[src/rtl/alu_addsub_pipe.sv]
// Two-stage pipelined add/sub/compare unit for the RV32I execute path.
// Stage 1 captures operands, stage 2 holds the computed result and flags.
// Both stages advance together when the output side can take data, so a
// full pipeline with out_ready high streams one operation per cycle.
module alu_addsub_pipe #(
   parameter int WIDTH = 32
) (
   input  logic             clk,
   input  logic             rst_n,
   input  logic             in_valid,
   output logic             in_ready,
   input  logic [1:0]       in_op,
   input  logic [WIDTH-1:0] in_a,
   input  logic [WIDTH-1:0] in_b,
   output logic             out_valid,
   input  logic             out_ready,
   output logic [WIDTH-1:0] out_result,
   output logic             out_carry,
   output logic             out_overflow,
   output logic             out_zero
);

   typedef enum logic [1:0] {
      OpAdd  = 2'b00,
      OpSub  = 2'b01,
      OpSlt  = 2'b10,
      OpSltu = 2'b11
   } op_e;

   logic             s1Valid_q, s1Valid_d;
   op_e              s1Op_q, s1Op_d;
   logic [WIDTH-1:0] s1A_q, s1A_d;
   logic [WIDTH-1:0] s1B_q, s1B_d;

   logic             s2Valid_q, s2Valid_d;
   logic [WIDTH-1:0] s2Result_q, s2Result_d;
   logic             s2Carry_q, s2Carry_d;
   logic             s2Overflow_q, s2Overflow_d;
   logic             s2Zero_q, s2Zero_d;

   logic             s1Adv;
   logic             inFire;
   logic             isSub;
   logic [WIDTH-1:0] bEff;
   logic [WIDTH:0]   sum;
   logic             carry;
   logic             overflow;
   logic [WIDTH-1:0] result;

   // Stage 2 can take new data when it is empty or its content leaves now;
   // stage 1 can take operands when it is empty or it moves into stage 2.
   always_comb begin
      s1Adv    = !s2Valid_q || out_ready;
      in_ready = !s1Valid_q || s1Adv;
      inFire   = in_valid && in_ready;
   end

   // Single shared adder: subtraction and both compares use a + ~b + 1.
   always_comb begin
      isSub    = (s1Op_q != OpAdd);
      bEff     = isSub ? ~s1B_q : s1B_q;
      sum      = {1'b0, s1A_q} + {1'b0, bEff} + {{WIDTH{1'b0}}, isSub};
      carry    = sum[WIDTH];
      overflow = (s1A_q[WIDTH-1] == bEff[WIDTH-1]) && (sum[WIDTH-1] != s1A_q[WIDTH-1]);
      result   = sum[WIDTH-1:0];
      case (s1Op_q)
         OpSlt:   result = {{(WIDTH-1){1'b0}}, sum[WIDTH-1] ^ overflow};
         OpSltu:  result = {{(WIDTH-1){1'b0}}, !carry};
         default: result = sum[WIDTH-1:0];
      endcase
   end

   // Next state for stage 1: load on an input transfer, empty out when the
   // held operation moves on without a replacement, otherwise hold.
   always_comb begin
      s1Valid_d = s1Valid_q;
      s1Op_d    = s1Op_q;
      s1A_d     = s1A_q;
      s1B_d     = s1B_q;
      if (inFire) begin
         s1Valid_d = 1'b1;
         s1Op_d    = op_e'(in_op);
         s1A_d     = in_a;
         s1B_d     = in_b;
      end else if (s1Adv) begin
         s1Valid_d = 1'b0;
      end
   end

   // Next state for stage 2: take the computed result when stage 1 advances;
   // data is only refreshed for a real operation so idle outputs stay quiet.
   always_comb begin
      s2Valid_d    = s2Valid_q;
      s2Result_d   = s2Result_q;
      s2Carry_d    = s2Carry_q;
      s2Overflow_d = s2Overflow_q;
      s2Zero_d     = s2Zero_q;
      if (s1Adv) begin
         s2Valid_d = s1Valid_q;
         if (s1Valid_q) begin
            s2Result_d   = result;
            s2Carry_d    = carry;
            s2Overflow_d = overflow;
            s2Zero_d     = (result == '0);
         end
      end
   end

   // Pipeline registers; reset discards anything in flight.
   always_ff @(posedge clk or negedge rst_n) begin
      if (!rst_n) begin
         s1Valid_q    <= 1'b0;
         s1Op_q       <= OpAdd;
         s1A_q        <= '0;
         s1B_q        <= '0;
         s2Valid_q    <= 1'b0;
         s2Result_q   <= '0;
         s2Carry_q    <= 1'b0;
         s2Overflow_q <= 1'b0;
         s2Zero_q     <= 1'b0;
      end else begin
         s1Valid_q    <= s1Valid_d;
         s1Op_q       <= s1Op_d;
         s1A_q        <= s1A_d;
         s1B_q        <= s1B_d;
         s2Valid_q    <= s2Valid_d;
         s2Result_q   <= s2Result_d;
         s2Carry_q    <= s2Carry_d;
         s2Overflow_q <= s2Overflow_d;
         s2Zero_q     <= s2Zero_d;
      end
   end

   // Outputs come straight from the stage-2 registers.
   always_comb begin
      out_valid    = s2Valid_q;
      out_result   = s2Result_q;
      out_carry    = s2Carry_q;
      out_overflow = s2Overflow_q;
      out_zero     = s2Zero_q;
   end

endmodule

[config.mk]
export PLATFORM = sky130hd
export DESIGN_NAME = alu_addsub_pipe
export DESIGN_NICKNAME = d
export VERILOG_FILES = /design/src/rtl/alu_addsub_pipe.sv
export SDC_FILE = /design/constraint.sdc
export NUM_CORES = 1
export LEC_CHECK = 0
export CORE_ASPECT_RATIO = 0.9
export CORE_MARGIN = 10
export CORE_UTILIZATION = 45
export CTS_CLUSTER_SIZE = 14
export DETAILED_ROUTE_END_ITERATION = 6
export PLACE_DENSITY = 0.73
export SETUP_SLACK_MARGIN = 0.3
export SYNTH_ARGS = -nofsm -noshare
export SYNTH_HDL_FRONTEND = slang
export SYNTH_SLANG_ARGS = --single-unit
[constraint.sdc]
create_clock -name clk -period 4 [get_ports clk]
set_clock_uncertainty 0.2 [all_clocks]
set_input_delay 0.6 -clock clk [delete_from_list [all_inputs] [get_ports clk]]
set_output_delay 0.6 -clock clk [all_outputs]
set_load 0.01 [all_outputs]
==> impl_metrics.ini, run 1 <==
[timing]
hold_viol_final = 0
slew_violations = 0
max_freq_mhz = 265
setup_viol = 0
tightestPinTransition_ns = 0.614
rsz0062_at_grt = yes
slew_headroom_pct = 59.1
finalCriticalPeriod_ns = 3.77
post-route-period-util_pct = 94.2
tns_ns = 0

[floorplanning]
die_y_um = 130
rows = 39
coreArea_mm2 = 0.0129
dieArea_mm2 = 0.0184
ioPinCount = 107
die_w_um = 142
initial_core_util_pct = 46.6

[synth]
yosys.area_share.simple_pct = 9.64
syn-cell-area_mm2 = 0.00600
synth_cell_types = 58
synth_fa_ha_area_share_pct = 7.22
synth-seq-cells = 103
synth_compound_area_share_pct = 16.4
avgSynthCellArea_um2 = 10.9
synthFlopType = dfrtp_1
syn_nets = 656
synth-xor-area-share_pct = 8.62
synth_top_family_by_area = compound AO/OA/AOI/OAI gates
async_flop_share_pct = 100
yosysSeqAreaShare_pct = 43.0
synthMuxAreaShare_pct = 12.9
ys_warn_count = 0
synthesis.instances = 552
synth_edf_count = 0

[drt]
drt_iter0_drc = 381
wl_per_cell_um = 18.7
ant_nets = 0
viasPerCell = 5.59
wirelength_um = 15700
drc_errors = 0
vias = 4682
drtPass1Iterations = 4

[layout]
finalNetCount = 773
fin_cells = 838
final_common_cell = clkdlybuf4s50_1
areaGrowthSynthToFinish_pct = 31.4
drive_gt1_share_pct = 20.8
mostFrequentLayoutCells = clkdlybuf4s50_1 (105), dfrtp_1 (102), mux2_2 (68)
antennaDiodeCount = 0

[placement]
place_congestion = 0.914
io_buffers = 106
place_hpwl_um = 11900
dp.cells = 812

[power_and_ir_drop]
swShare_pct = 37.7
ir_drop_mv = 0.315
p_leak_uw = 0.00327
pwr-share-seq_pct = 28.3
intPower_uw = 3330
clkPwrFrac_pct = 20.0
p_per_area_mw_per_mm2 = 677
switchingPower_uw = 2010
combPwrFrac_pct = 51.7
power_uw = 5340

[setup_path]
path_max_fanout = 6
critPathTopFamily = compound AO/OA/AOI/OAI gates
cp-start-kind = register
critical_path_class = register to register
crit_chain = nor2_4, buf_12, buf_12, xnor2_1, ha_1, o21a_1, o311a_4, o21a_1, or3_4, a221oi_4, xnor2_2, nor4_2, nand4b_1, o41a_1, o31ai_2
path_buf_inv = 2
cp-end-kind = register
cp.required_ns = 4.08
cpPeakStageDelay_ns = 0.46
cp_slowest_cell = dfrtp_2
cp.arrival_ns = 3.84

[grt]
grt_pass1_wl_um = 25400
overflow = 0
grt_pass1_vias = 4985
grt_max_degree = 57
antenna_found_initial = 0
gr-usage-all-layers_pct = 16.9

[clocking]
cts_tree = built
cts_made_buffers = 9
cts-htree-levels = 3
clk_pin_slew_ns = 0.07
root_buffer = clkbuf_16
holdBufCountCts = 0
clk_latency_ns = 0.36
clk_path_buf_depth = 2
clock-sinks = 103

[run_status]
status = finished, final reports clean

[min_path]
hold_class = input pin to asynchronous set/reset pin

[job]
cap_violations = 0
[flip-flops by register name (all words and copies together) (netlist names)]
register      flops
s1B_q            32
out_valid         1
out_zero          1
out_carry         1
out_overflow      1
s1Valid_q         1
s1Op_q            2
out_result       32
s1A_q            32
[stage by stage]
stage / hold WS (ns) / setup slack [ns] / utilization, % / instance area (um^2)
after detailed placement: 0.273 / 0.172 / 56.6 / 7300
after global placement: 0.265 / 0.253 / 56.6 / 7300
final: 0.0492 / 0.231 / 61.2 / 7880
after CTS: 0.0700 / 0.289 / 60.4 / 7780
after global routing: 0.0958 / 0.0648 / 61.2 / 7880
after floorplan: 0.104 / 0.269 / - / 6020
[power groups by stage]
stage	combinational (uW)	sequential (uW)	clock, uW
2_1_floorplan	1570	1540	0
3_3_place_gp	2470	1510	0
3_5_place_dp	2520	1530	0
4_1_cts	2680	1510	1080
5_1_grt	3000	1540	1130
6_report	2760	1510	1070
[metal layers]
metal | GRT usage, % | share of wire (%)
met1 | 21.8 | 45
met2 | 27.3 | 47
met3 | 4.89 | 6.2
met4 | 4.20 | 1.3
met5 | 0 | 0
[final cells by class]
cell class              count  area [um^2]
clock buffers              10          229
clock inverters             6          133
fillers                  1056         5000
inverters                  11         41.3
multi-input cells         416         3400
flip-flops and latches    103         2580
well taps                 164          205
repair buffers            128         1290
[logic make-up after synthesis]
group,Yosys count
buffers and inverters,33
AOI/OAI and AO/OA,137
muxes,69
DFF,103
xor gates and xnor gates,59
and+or+nand+nor,117
adders and majority gates,34
[cells in the mapped netlist (2+ instances only)]
cell type | number | share of area, %
inv_1 | 10 | 0.63
or3_4 | 2 | 0.38
xor2_1 | 11 | 1.6
dfrtp_1 | 103 | 43
a41oi_1 | 2 | 0.29
o21ai_1 | 2 | 0.17
o21a_1 | 8 | 1.0
o31ai_1 | 8 | 1.0
buf_1 | 3 | 0.19
nor3_1 | 5 | 0.42
a41oi_4 | 2 | 0.92
a22o_1 | 15 | 2.2
nand3_1 | 8 | 0.67
mux2_2 | 68 | 13
nand4b_1 | 2 | 0.29
nand2_1 | 48 | 3.0
nor4_1 | 4 | 0.42
nor2b_1 | 2 | 0.21
xnor2_1 | 48 | 7.0
o21bai_1 | 5 | 0.63
o21ai_0 | 27 | 2.3
ha_1 | 33 | 6.9
and3_1 | 5 | 0.52
and2_1 | 4 | 0.42
nand2b_1 | 6 | 0.63
a21oi_1 | 32 | 2.7
a31oi_1 | 5 | 0.52
a21o_1 | 11 | 1.4
nor2_1 | 21 | 1.3
a211oi_1 | 2 | 0.25
o2111ai_1 | 2 | 0.29
nand3b_1 | 2 | 0.25
nand4_1 | 4 | 0.42
clkbuf_1 | 18 | 1.1
[worst register-to-register path: stages (launching register included)]
cell      delay, ns
dfrtp_2        0.46
nor2_4         0.14
buf_12         0.14
buf_12         0.13
xnor2_1        0.12
ha_1           0.29
o21a_1         0.21
o311a_4        0.15
o21a_1         0.22
or3_4          0.36
a221oi_4       0.26
xnor2_2        0.12
nor4_2         0.20
nand4b_1       0.17
o41a_1         0.36
o31ai_2        0.17
[path summary, 6_finish.rpt]
kind / startpoint / endpoint / slack, ns / depth (start not counted)
hold / removal: rst_n / s1A_q[1]$_DFFE_PN0P_ / 0.05 / 1
setup / recovery: s1Op_q[0]$_DFFE_PN0P_ / out_zero$_DFFE_PN0P_ / 0.23 / 15
max in group asynchronous: rst_n / s1A_q[19]$_DFFE_PN0P_ / 2.84 / 2
min in group clk: out_result[24]$_DFFE_PN0P_ / out_result[24]$_DFFE_PN0P_ / 0.28 / 2
hold reg to reg: out_result[24]$_DFFE_PN0P_ / out_result[24]$_DFFE_PN0P_ / 0.28 / 2
setup reg to reg: s1Op_q[0]$_DFFE_PN0P_ / out_zero$_DFFE_PN0P_ / 0.23 / 15
[repair_timing]
action | CTS | global route
pin swaps | 3 | 7
setup endpoints to repair | 2 | 3
cloned | 0 | 1
resized for setup | 16 | 10
setup buffers | 6 | 3
Note: power is estimated with default switching activity, not from simulation.
==> run 2, diff against run 1 <==
CELL_PAD_IN_SITES_DETAIL_PLACEMENT = 1   (was unset)
CELL_PAD_IN_SITES_GLOBAL_PLACEMENT = 1   (was unset)
CORE_UTILIZATION = 38   (was 45)
PLACE_DENSITY = unset   (was 0.73)
PLACE_DENSITY_LB_ADDON = 0.1   (was unset)
==> impl_metrics.ini, run 2 (synthesis results as in run 1) <==
[timing]
post-route-period-util_pct = 95.5
setup_viol = 0
setup_slack_ns = 0.181
slew_headroom_pct = 33.3
rsz0062_at_grt = yes
tns_ns = 0
hold_viol_final = 0
tightestPinTransition_ns = 1.00
finalCriticalPeriod_ns = 3.82
slew_violations = 0
max_freq_mhz = 262

[grt]
overflow = 0
grt_pass1_wl_um = 28400
gr-usage-all-layers_pct = 16.3
grt_max_degree = 80
antenna_found_initial = 0
grt_pass1_vias = 5236

[layout]
antennaDiodeCount = 0
multi_input_area_mm2 = 0.00346
drive_gt1_share_pct = 24.4
areaGrowthSynthToFinish_pct = 34.7
mostFrequentLayoutCells = clkdlybuf4s50_1 (105), dfrtp_1 (101), mux2_2 (68)
n_fill_cell = 1625
seqCellArea_mm2 = 0.00258
fin_util_pct = 52.3
final_common_cell = clkdlybuf4s50_1
finalNetCount = 787

[setup_path]
path_max_fanout = 7
r2r_start = s1Op_q[1]$_DFFE_PN0P_
cp.arrival_ns = 3.89
cp.required_ns = 4.07
rrSetupSlack_ns = 0.18
cp-end-kind = register
rr_endpoint = out_zero$_DFFE_PN0P_
reg2regPathDepth = 14
critPathLaunch = s1Op_q[1]$_DFFE_PN0P_
crit_end = out_zero$_DFFE_PN0P_
critical_path_class = register to register
cp-start-kind = register

[floorplanning]
initial_core_util_pct = 38.8
ioPinCount = 107
die_w_um = 152
coreArea_mm2 = 0.0154
dieArea_mm2 = 0.0212
rows = 43
die_y_um = 139

[placement]
place_congestion = 0.892
dp_slack_ns = -0.0538
place_hpwl_um = 13600
io_buffers = 106

[drt]
wl_per_cell_um = 19.9
drt_iter0_drc = 303
wirelength_um = 17700
viasPerCell = 5.39
drtPass1Iterations = 4
drc_errors = 0
ant_nets = 0
vias = 4800

[clocking]
clk_pin_slew_ns = 0.07
clk_latency_ns = 0.36
cts_tree = built
clk_path_buf_depth = 2
cts_made_buffers = 9
root_buffer = clkbuf_16
clock-sinks = 103
cts-htree-levels = 3

[power_and_ir_drop]
p_per_area_mw_per_mm2 = 665
ir_drop_mv = 0.316
p_leak_uw = 0.00333

[run_status]
status = finished, final reports clean

[job]
cap_violations = 0

[min_path]
hold_class = input pin to asynchronous set/reset pin
[run 2: power by group]
part | switching [uW] | total (uW) | internal (uW)
clock | 400 | 966 | 566
combinational | 1510 | 2900 | 1390
sequential | 195 | 1510 | 1310
[run 2: through the flow]
step / instances / cell area (um^2) / hold WS (ns) / total power (uW)
2_1_floorplan: 552 / 6020 / 0.104 / 3110
5_1_grt: 890 / 8080 / 0.285 / 5740
6_report: 890 / 8080 / 0.198 / 5370
3_3_place_gp: 849 / 7340 / 0.267 / 4080
4_1_cts: 870 / 7810 / 0.241 / 5230
3_5_place_dp: 849 / 7340 / 0.281 / 4140
[run 2: repair_timing]
| action | in CTS | in global routing |
|---|---|---|
| resized for setup | 20 | 26 |
| endpoints found under the setup margin | 3 | 3 |
| hold endpoints to repair | 0 | 0 |
| pin swaps | 6 | 14 |
| hold buffers | 0 | 0 |
| gates cloned | 1 | 1 |
| setup buffers | 4 | 19 |
[run 2: final cells by class]
type / instances / share of cell area (%)
multi-input combinational: 416 / 42.8
sequential: 103 / 31.9
timing repair buffer: 142 / 17.6
tap: 202 / 3.13
clock buffer: 11 / 3.00
clock inverter: 5 / 1.01
inverter: 11 / 0.511
[run 2: worst min-delay path by stage]
stage	start	end	slack (ns)	cells past startpoint
after floorplan	rst_n	out_carry$_DFFE_PN0P_	0.10	0
after global placement	out_result[24]$_DFFE_PN0P_	out_result[24]$_DFFE_PN0P_	0.27	2
after detailed placement	out_result[24]$_DFFE_PN0P_	out_result[24]$_DFFE_PN0P_	0.28	2
after CTS	rst_n	s1A_q[31]$_DFFE_PN0P_	0.24	1
after global routing	rst_n	s1A_q[31]$_DFFE_PN0P_	0.29	1
final	rst_n	s1A_q[31]$_DFFE_PN0P_	0.20	1
[run 2: per-layer routing]
metal	vias to the layer above	track usage [%]	part of all wire, %
li1	2258	-	-
met5	-	0	0
met2	121	26.9	48
met3	14	4.37	5.6
met1	2407	20.7	45
met4	0	4.16	1.2
[run 2: worst max-delay path: stages, from the launching register on]
cell,delay [ns]
dfrtp_2,0.44
nor2_4,0.13
buf_12,0.14
bufbuf_16,0.28
xnor2_1,0.15
ha_1,0.30
a21o_1,0.21
o21a_1,0.20
or3_4,0.36
a221oi_2,0.24
xnor2_1,0.17
nor4_1,0.22
nand4b_1,0.16
o41a_1,0.35
o31ai_2,0.19
==> run 3, diff against run 2 <==
SKIP_LAST_GASP = 1   (was unset)
==> results of run 3 <==
The final DEF is identical to that of run 2; final timing and power are the same.
